[config.mk]
export PLATFORM = sky130hd
export DESIGN_NAME = stopwatch_lap_ctrl
export DESIGN_NICKNAME = d
export VERILOG_FILES = /design/src/rtl/stopwatch_pkg.sv /design/src/rtl/lap_fifo.sv /design/src/rtl/stopwatch_lap_ctrl.sv
export SDC_FILE = /design/constraint.sdc
export NUM_CORES = 1
export LEC_CHECK = 0
export ABC_AREA = 1
export BUFFER_PORTS_ARGS = -buffer_cell sky130_fd_sc_hd__buf_4
export CORE_MARGIN = 2
export CORE_UTILIZATION = 53
export DETAILED_ROUTE_END_ITERATION = 8
export GPL_TIMING_DRIVEN = 0
export PLACE_DENSITY_LB_ADDON = 0.12
export SETUP_SLACK_MARGIN = 0.3
export SLEW_MARGIN = 20
export SYNTH_ARGS = -nofsm -noshare
export SYNTH_HDL_FRONTEND = slang
export SYNTH_SLANG_ARGS = --single-unit
[constraint.sdc]
create_clock -name clk -period 2.2 [get_ports clk]
set_input_delay 0.55 -clock clk [delete_from_list [all_inputs] [get_ports clk]]
set_output_delay 0.55 -clock clk [all_outputs]
set_load 0.03 [all_outputs]
[src/rtl/stopwatch_pkg.sv]
// Shared constants for the stopwatch lap controller.
// State/status encodings and lap FIFO width helper.
package stopwatch_pkg;

  localparam logic [1:0] IDLE    = 2'b00;
  localparam logic [1:0] RUNNING = 2'b01;
  localparam logic [1:0] PAUSED  = 2'b10;
  localparam logic [1:0] ILLEGAL = 2'b11;

  typedef logic [1:0] sw_status_t;

  localparam sw_status_t STAT_IDLE    = IDLE;
  localparam sw_status_t STAT_RUNNING = RUNNING;
  localparam sw_status_t STAT_PAUSED  = PAUSED;

  function automatic int lvl_w(input int depth);
    return $clog2(depth + 1);
  endfunction

endpackage

[src/rtl/lap_fifo.sv]
// Synchronous first-word fall-through FIFO.
// Holds captured lap values until read out.
module lap_fifo
  import stopwatch_pkg::*;
#(
  parameter int W     = 16,
  parameter int DEPTH = 4,
  localparam int AW   = $clog2(DEPTH),
  localparam int LW   = lvl_w(DEPTH)
) (
  input  logic          clk,
  input  logic          rst_n,
  input  logic          clr,
  input  logic          push,
  input  logic          pop,
  input  logic [W-1:0]  din,
  output logic [W-1:0]  dout,
  output logic          full,
  output logic          empty,
  output logic [LW-1:0] level
);

  logic [W-1:0]  r_mem [DEPTH];
  logic [AW-1:0] r_wp;
  logic [AW-1:0] r_rp;
  logic [LW-1:0] r_lvl;
  logic          w_wr;
  logic          w_rd;

  assign w_rd  = pop && !empty;
  assign w_wr  = push && (!full || w_rd);
  assign full  = (r_lvl == LW'(DEPTH));
  assign empty = (r_lvl == '0);
  assign level = r_lvl;
  assign dout  = r_mem[r_rp];

  // Pointer, level and storage update; clr empties the queue.
  always_ff @(posedge clk or negedge rst_n) begin
    if (!rst_n) begin
      r_wp  <= '0;
      r_rp  <= '0;
      r_lvl <= '0;
      r_mem <= '{default: '0};
    end else if (clr) begin
      r_wp  <= '0;
      r_rp  <= '0;
      r_lvl <= '0;
    end else begin
      if (w_wr) begin
        r_mem[r_wp] <= din;
        r_wp        <= r_wp + 1'b1;
      end
      if (w_rd) begin
        r_rp <= r_rp + 1'b1;
      end
      case ({w_wr, w_rd})
        2'b10:   r_lvl <= r_lvl + 1'b1;
        2'b01:   r_lvl <= r_lvl - 1'b1;
        default: r_lvl <= r_lvl;
      endcase
    end
  end

endmodule

[src/rtl/stopwatch_lap_ctrl.sv]
// Stopwatch run/pause/clear control with prescaled
// elapsed counter, overflow policy and lap capture.
module stopwatch_lap_ctrl
  import stopwatch_pkg::*;
#(
  parameter int CNT_W     = 16,
  parameter int PRESCALE  = 1000,
  parameter int WRAP      = 1,
  parameter int LAP_DEPTH = 4
) (
  input  logic                        clk,
  input  logic                        rst_n,
  input  logic                        start,
  input  logic                        stop,
  input  logic                        reset,
  input  logic                        lap,
  input  logic                        lap_rd,
  output logic                        enable,
  output logic [1:0]                  status,
  output logic                        tick,
  output logic [CNT_W-1:0]            count,
  output logic                        overflow,
  output logic [CNT_W-1:0]            lap_data,
  output logic                        lap_valid,
  output logic [lvl_w(LAP_DEPTH)-1:0] lap_level,
  output logic                        lap_drop
);

  localparam int PW = (PRESCALE > 1) ? $clog2(PRESCALE) : 1;
  localparam logic [PW-1:0]    PRE_LAST = PW'(PRESCALE - 1);
  localparam logic [CNT_W-1:0] CNT_MAX  = '1;

  logic [1:0]       r_state;
  logic [1:0]       w_nxt;
  logic [PW-1:0]    r_pre;
  logic [CNT_W-1:0] r_count;
  logic             r_tick;
  logic             r_ovf;
  logic             r_drop;
  logic             w_run;
  logic             w_period;
  logic             w_at_max;
  logic             w_sat;
  logic             w_push;
  logic             w_pop;
  logic             w_full;
  logic             w_empty;

  assign w_run    = (r_state == RUNNING);
  assign w_period = w_run && (r_pre == PRE_LAST);
  assign w_at_max = (r_count == CNT_MAX);
  assign w_sat    = w_period && w_at_max && (WRAP == 0);

  // State register.
  always_ff @(posedge clk or negedge rst_n) begin
    if (!rst_n) r_state <= IDLE;
    else        r_state <= w_nxt;
  end

  // Next state: reset beats stop beats start.
  always_comb begin
    w_nxt = r_state;
    if (reset) begin
      w_nxt = IDLE;
    end else begin
      unique case (r_state)
        IDLE:    if (start && !stop) w_nxt = RUNNING;
        RUNNING: if (stop || w_sat)  w_nxt = PAUSED;
        PAUSED:  if (start && !stop) w_nxt = RUNNING;
        default: w_nxt = IDLE;
      endcase
    end
  end

  // Outputs decoded purely from the state register.
  always_comb begin
    enable = (r_state == RUNNING);
    status = r_state;
  end

  // Prescaler: runs while RUNNING, held while PAUSED.
  always_ff @(posedge clk or negedge rst_n) begin
    if (!rst_n) begin
      r_pre <= '0;
    end else if (reset) begin
      r_pre <= '0;
    end else if (w_run) begin
      r_pre <= w_period ? '0 : r_pre + 1'b1;
    end else if (r_state != PAUSED) begin
      r_pre <= '0;
    end
  end

  // Elapsed count, tick pulse and sticky overflow.
  always_ff @(posedge clk or negedge rst_n) begin
    if (!rst_n) begin
      r_count <= '0;
      r_tick  <= 1'b0;
      r_ovf   <= 1'b0;
    end else if (reset) begin
      r_count <= '0;
      r_tick  <= 1'b0;
      r_ovf   <= 1'b0;
    end else begin
      r_tick <= w_period;
      if (w_period) begin
        if (w_at_max) begin
          r_ovf <= 1'b1;
          if (WRAP != 0) r_count <= '0;
        end else begin
          r_count <= r_count + 1'b1;
        end
      end
    end
  end

  assign w_push = lap && !reset &&
                  ((r_state == RUNNING) ||
                   (r_state == PAUSED));
  assign w_pop  = lap_rd && !w_empty && !reset;

  // Sticky flag for a lap lost to a full FIFO.
  always_ff @(posedge clk or negedge rst_n) begin
    if (!rst_n)                           r_drop <= 1'b0;
    else if (reset)                       r_drop <= 1'b0;
    else if (w_push && w_full && !w_pop)  r_drop <= 1'b1;
  end

  lap_fifo #(
    .W     (CNT_W),
    .DEPTH (LAP_DEPTH)
  ) u_fifo (
    .clk   (clk),
    .rst_n (rst_n),
    .clr   (reset),
    .push  (w_push),
    .pop   (w_pop),
    .din   (r_count),
    .dout  (lap_data),
    .full  (w_full),
    .empty (w_empty),
    .level (lap_level)
  );

  assign tick      = r_tick;
  assign count     = r_count;
  assign overflow  = r_ovf;
  assign lap_valid = !w_empty;
  assign lap_drop  = r_drop;

endmodule

# Word-level counts from Yosys, hierarchy flattened
# Cells that the tools add are included.
# W data, S select, Z words.
[classes]
n_eq_ne = 10
magnitude_cmp = 3
mux = 29
reduce_logical = 31
addsub = 6
bitwise_logic = 3
[ops]
columns = ["cell", "count"]
rows = [
  ["$mux W16", 6],
  ["$bwmux W64", 1],
  ["$mux W10", 4],
  ["$bmux W16 S2", 1],
  ["$demux W16 S2", 1],
  ["$add A16 B1 Y16 const B", 1],
  ["$eq A16 B16 Y1 const B", 1],
  ["$mux W2", 7],
  ["$logic_and A1 B1 Y1", 11],
  ["$add A10 B1 Y10 const B", 1],
  ["$eq A10 B10 Y1 const B", 1],
  ["$reduce_bool A2 Y1", 5],
  ["$ge A3 B3 Y1 const B", 2],
  ["$mux W1", 6],
  ["$not A2 Y3", 2],
  ["$pmux W3 S2", 1],
  ["$reduce_and A2 Y1", 3],
  ["$reduce_bool A3 Y1", 2],
  ["$logic_not A1 Y1", 5],
  ["$add A2 B1 Y2 const B", 2],
  ["$eq A2 B1 Y1 const B", 2],
  ["$eq A2 B2 Y1 const B", 2],
  ["$pmux W2 S2", 1],
  ["$add A3 B1 Y3 const B", 1],
  ["12 further kinds", 13],
]
[word_totals]
word_cells = 95
inputBits = 7
ff_bits = 102
output_inout_bits = 42

# Logic depth before layout (Yosys ltp)
[logic_depth]
word_depth = 10
depth_mapped = 13

# Cells and area by module
# From an unflattened synthesis, not the netlist that was laid out.
[unflattened]
cells_unflattened = 640
hier_area_um2 = 5260.0
[modules_own_cells]
columns = ["module", "area_each_um2", "cells_each", "instances"]
rows = [
  ["lap_fifo", 3498.4, 426, 1],
  ["stopwatch_lap_ctrl", 1761.7, 214, 1],
]

# Least setup slack after synthesis
# OpenSTA, ideal clock, no wires.
[synth_path]
path_kind = "register -> register"
start = "register r_state[0] (netlist: status[0])"
end = "register u_fifo.r_lvl[2] (netlist: u_fifo.level[2])"
setup_ns = 0.119
arrival_ns = 2.268
path_stages_with_launch = 14
t_required_ns = 2.081
path_slack_ns = -0.186
cell_sequence = "dfrtp_1 > inv_1 > ha_1 > nor2_1 > nand2_1 > inv_2 > nor2_1 > fa_1 > xor2_1 > inv_1 > nor2_1 > nor2_1 > nand2_1 > nand2_1"
[synth_via]
elab_chain_cells = 7
elab_cells_between_ends = 10
classes_between = "eq/ne: 4; mux: 2; reduce/logical: 4"
[synth_rtl]
columns = ["item", "line_no", "source"]
rows = [
  ["from (decl)", "stopwatch_lap_ctrl.sv:33", "logic [1:0] r_state;"],
  ["from (signal assigned)", "stopwatch_lap_ctrl.sv:57", "else r_state <= w_nxt;"],
  ["$eq A2 B1 Y1 / $eq A2 B2 Y1 (equally long branches)", "stopwatch_lap_ctrl.sv:118, stopwatch_lap_ctrl.sv:119", ""],
  ["$logic_or A1 B1 Y1 *", "stopwatch_lap_ctrl.sv:118", "((r_state == RUNNING) ||"],
  ["$logic_and A1 B1 Y1 *", "stopwatch_lap_ctrl.sv:117", "assign w_push = lap && !reset &&"],
  ["$logic_and A1 B1 Y1 *", "lap_fifo.sv:31", "assign w_wr = push && (!full || w_rd);"],
  ["$eq A2 B1 Y1 / $eq A2 B2 Y1 (equally long branches)", "lap_fifo.sv:56", "case ({w_wr, w_rd})"],
  ["$pmux W3 S2", "lap_fifo.sv:56", ""],
  ["$mux W3", "lap_fifo.sv:44", "end else if (clr) begin"],
  ["to (signal assigned)", "lap_fifo.sv:57", "2'b10: r_lvl <= r_lvl + 1'b1;"],
  ["to (signal assigned)", "lap_fifo.sv:58", "2'b01: r_lvl <= r_lvl - 1'b1;"],
  ["to (signal assigned)", "lap_fifo.sv:59", "default: r_lvl <= r_lvl;"],
  ["to (decl)", "lap_fifo.sv:26", "logic [LW-1:0] r_lvl;"],
]
# Mark *: on every way between the ends. The rest lies on a longest branch, timed or not.
# A chain may end at the register's enable or synchronous reset.

# Final worst setup path
[layout_path]
start = "register u_fifo.r_rp[0]"
end = "output port lap_data[14]"
[layout_via]
elab_chain_cells = 4
[layout_rtl]
columns = ["item", "line_no", "source"]
rows = [
  ["from (decl)", "lap_fifo.sv:25", "logic [AW-1:0] r_rp;"],
  ["from (signal assigned)", "lap_fifo.sv:54", "r_rp <= r_rp + 1'b1;"],
  ["$not A2 Y3 (not written as such)", "lap_fifo.sv:35", "assign dout = r_mem[r_rp];"],
  ["$bmux W16 S2", "lap_fifo.sv:35", ""],
  ["$mux W16 (not written as such) (2 in a row)", "lap_fifo.sv:35", ""],
  ["to (decl)", "stopwatch_lap_ctrl.sv:23", "output logic [CNT_W-1:0] lap_data,"],
]
# Every way passes these cells. The select of a mux whose other input is x is not followed.

==> results.py <==
metrics = {
    "timing": {
        "setup_viol": 0,
        "finalHoldViolations": 0,
        "maxSlewViolCount": 0,
        "max_freq_ghz": 0.481,
        "rsz0062_at_grt": "yes",
        "relSlewSlack_pct": 37.2,
        "worst_clock_skew_ns": 0.00784,
        "setup_slack_ns": 0.122,
        "finalSetupTns_ns": 0,
        "fin_crit_ns": 2.08,
        "holdWs_ns": 0.277,
        "final.period_utilization_pct": 94.5,
        "worst_pin_slew_ns": 0.941,
    },
    "global_route": {
        "use_met3_pct": 5.81,
        "grt_pass1_vias": 4250,
        "grt_use_total_pct": 27.0,
        "antenna_found_initial": 0,
        "grt_overflow": 0,
        "grt_start_max_net_pins": 103,
        "grt_pass1_wl_um": 21600,
        "grtUsageMet2_pct": 44.2,
        "grt_busiest_layer": "met2",
        "grtUsageMet1_pct": 36.9,
    },
    "flow_run": {
        "maxCapViolations": 0,
    },
    "die": {
        "die-height_um": 102,
        "core-area_um2": 9280,
        "start_util_pct": 54.8,
        "die_area_um2": 10400,
        "die_x_um": 102,
        "pin_count": 49,
        "row_count": 35,
    },
    "yosys": {
        "synth_edf_count": 0,
        "postSynthCellCount": 611,
        "synth_area_leaders": "dfrtp_1 (50%), nand2_1 (11%), o21ai_1 (6.8%)",
        "synth_top_area_share_pct": 50.2,
        "yosysTopAreaCell": "dfrtp_1",
        "netlist_area_um2": 5080,
        "ys_types": 33,
        "async_reset_ff_share_pct": 100,
        "synth-main-ff-cell": "dfrtp_1",
        "syn-num-nets": 628,
        "synth.ff_latch_count": 102,
        "ys_seq_area_share_pct": 50.2,
        "yosys_warnings": 0,
        "syn_area_per_cell_um2": 8.32,
    },
    "drt": {
        "viasPerCell": 5.51,
        "vias": 4501,
        "drt-total-wl_um": 13400,
        "drt_iter0_markers": 258,
        "ant_nets": 0,
        "wire_per_inst_um": 16.4,
        "first_pass_iters": 5,
        "drc": 0,
    },
    "clock_tree": {
        "path_clk_slew_ns": 0.09,
        "cts-root-buf": "clkbuf_8",
        "cts_sinks": 102,
        "clock_path_buffers": 2,
        "holdBufCountCts": 0,
        "clock_insertion_delay_worst_skew_ns": 0.36,
        "cts_buffers": 9,
        "htree_levels": 3,
        "cts_tree": "done",
    },
    "finish": {
        "drive_above_1_share_pct": 27.5,
        "multi_input_area_um2": 2480,
        "fin_util_pct": 69.7,
        "regArea_um2": 2560,
        "layout_common_cells": "nand2_1 (146), dfrtp_1 (97), o21ai_1 (76)",
        "final_common_cell": "nand2_1",
        "n_antenna_cell": 0,
        "syn_to_final_growth_pct": 27.2,
        "nets": 700,
        "fillers": 773,
    },
    "placement": {
        "routabilityCongestion": 0.879,
        "place_ws_ns": -0.0433,
        "hpwl_um": 8830,
        "portBuffers": 47,
    },
    "power": {
        "power_density_nw_per_um2": 601,
        "p_leak_uw": 0.00287,
        "vdd_drop_max_mv": 0.454,
        "p_total_uw": 3890,
    },
    "worst_setup_path": {
        "timing.rr.end": "u_fifo.level[2]",
        "cp_max_fo": 8,
        "cp-end-kind": "output port",
        "crit_type": "reg2out",
        "critPathArrivalTime_ns": 1.53,
        "slowest_delay_ns": 0.40,
        "reg2reg_from": "status[0]",
        "start_kind": "register",
        "r2r_cells": 12,
        "slowest_stage": "dfrtp_1",
        "cp_cell_sequence": "buf_8 > clkinv_8 > clkbuf_16 > nor2_2 > o22ai_2 > buf_6",
        "ff2ff_setup_slack_ns": 0.32,
        "path_delay_family": "buffers and inverters",
        "cp.required_ns": 1.65,
        "path_buf_inv": 4,
    },
    "worst_hold_path": {
        "hp-class": "in2async",
    },
    "status": {
        "outcome": "finished clean",
    },
}
[synth_stat cells, types with 7 or more instances]
cell / count
nand3_1: 26
o22ai_1: 16
nand4_1: 13
buf_6: 8
inv_1: 39
a21oi_1: 7
nor2_1: 72
o21ai_1: 69
nand2_1: 147
dfrtp_1: 102
ha_1: 9
clkbuf_1: 9
o21ai_0: 43
[logic make-up (layout without fill, tap and decap cells)]
family / after synthesis / after routing / synth area share [%]
compound gates: 142 / 142 / 14.8
xor+xnor: 6 / 6 / 1.03
fa+ha+maj: 10 / 10 / 2.61
buf+inv: 71 / 148 / 6.89
flops: 102 / 102 / 50.2
simple gates: 280 / 280 / 24.5
[worst reg2reg max path: cells and delay by family (launching register included)]
family | cells | cell delay [ns]
simple gates | 7 | 0.46
fa+ha+maj | 2 | 0.56
xor+xnor | 1 | 0.19
buf+inv | 2 | 0.15
flops | 1 | 0.42
[metrics by stage]
step                std cells  area [um2]
floorplan                 611        5210
global placement          787        5730
detailed placement        787        5730
CTS                       813        6270
global route              817        6470
finish                    817        6470
[how the worst max path moves through the flow]
stage	from	end	cells past startpoint
6_report	u_fifo.r_rp[0]	lap_data[14]	6
2_1_floorplan	status[0]	u_fifo.level[2]	13
3_3_place_gp	u_fifo.r_rp[1]	lap_data[14]	5
3_5_place_dp	u_fifo.r_rp[1]	lap_data[14]	5
4_1_cts	u_fifo.r_rp[0]	lap_data[14]	6
5_1_grt	u_fifo.r_rp[0]	lap_data[2]	6
[area by class of cell]
cell class                 count  share of cell area, %
sequential                   102                   39.6
multi-input combinational    438                   38.4
timing repair buffer          61                   8.36
buffer                        26                   4.64
inverter                      45                   2.92
clock buffer                  13                   2.61
tap                          129                   2.50
clock inverter                 3                   1.01
[per-layer routing]
metal / routed length, um / part of all wire [%]
met5: 0 / 0
met4: 214 / 1.6
met3: 741 / 5.5
met2: 6560 / 49
met1: 5850 / 44
[registers in the layout, indices dropped and copies added (netlist names), 2 cells and up]
signal and flops:
u_fifo.level 3, status 2, u_fifo.r_mem 64, u_fifo.r_wp 2, u_fifo.r_rp 2, count 16, r_pre 10
[power breakdown]
group / internal [uW] / switching (uW)
sequential: 1890 / 21.3
combinational: 244 / 377
clock: 734 / 620
total: 2870 / 1020
[repair_timing]
item	in CTS	in global routing
gates cloned	2	1
setup buffers	8	3
hold endpoints to repair	0	0
pin swaps	10	7
gates resized for setup	87	47
endpoints found under the setup margin	18	41
Note: power is estimated with default switching activity, not from simulation.
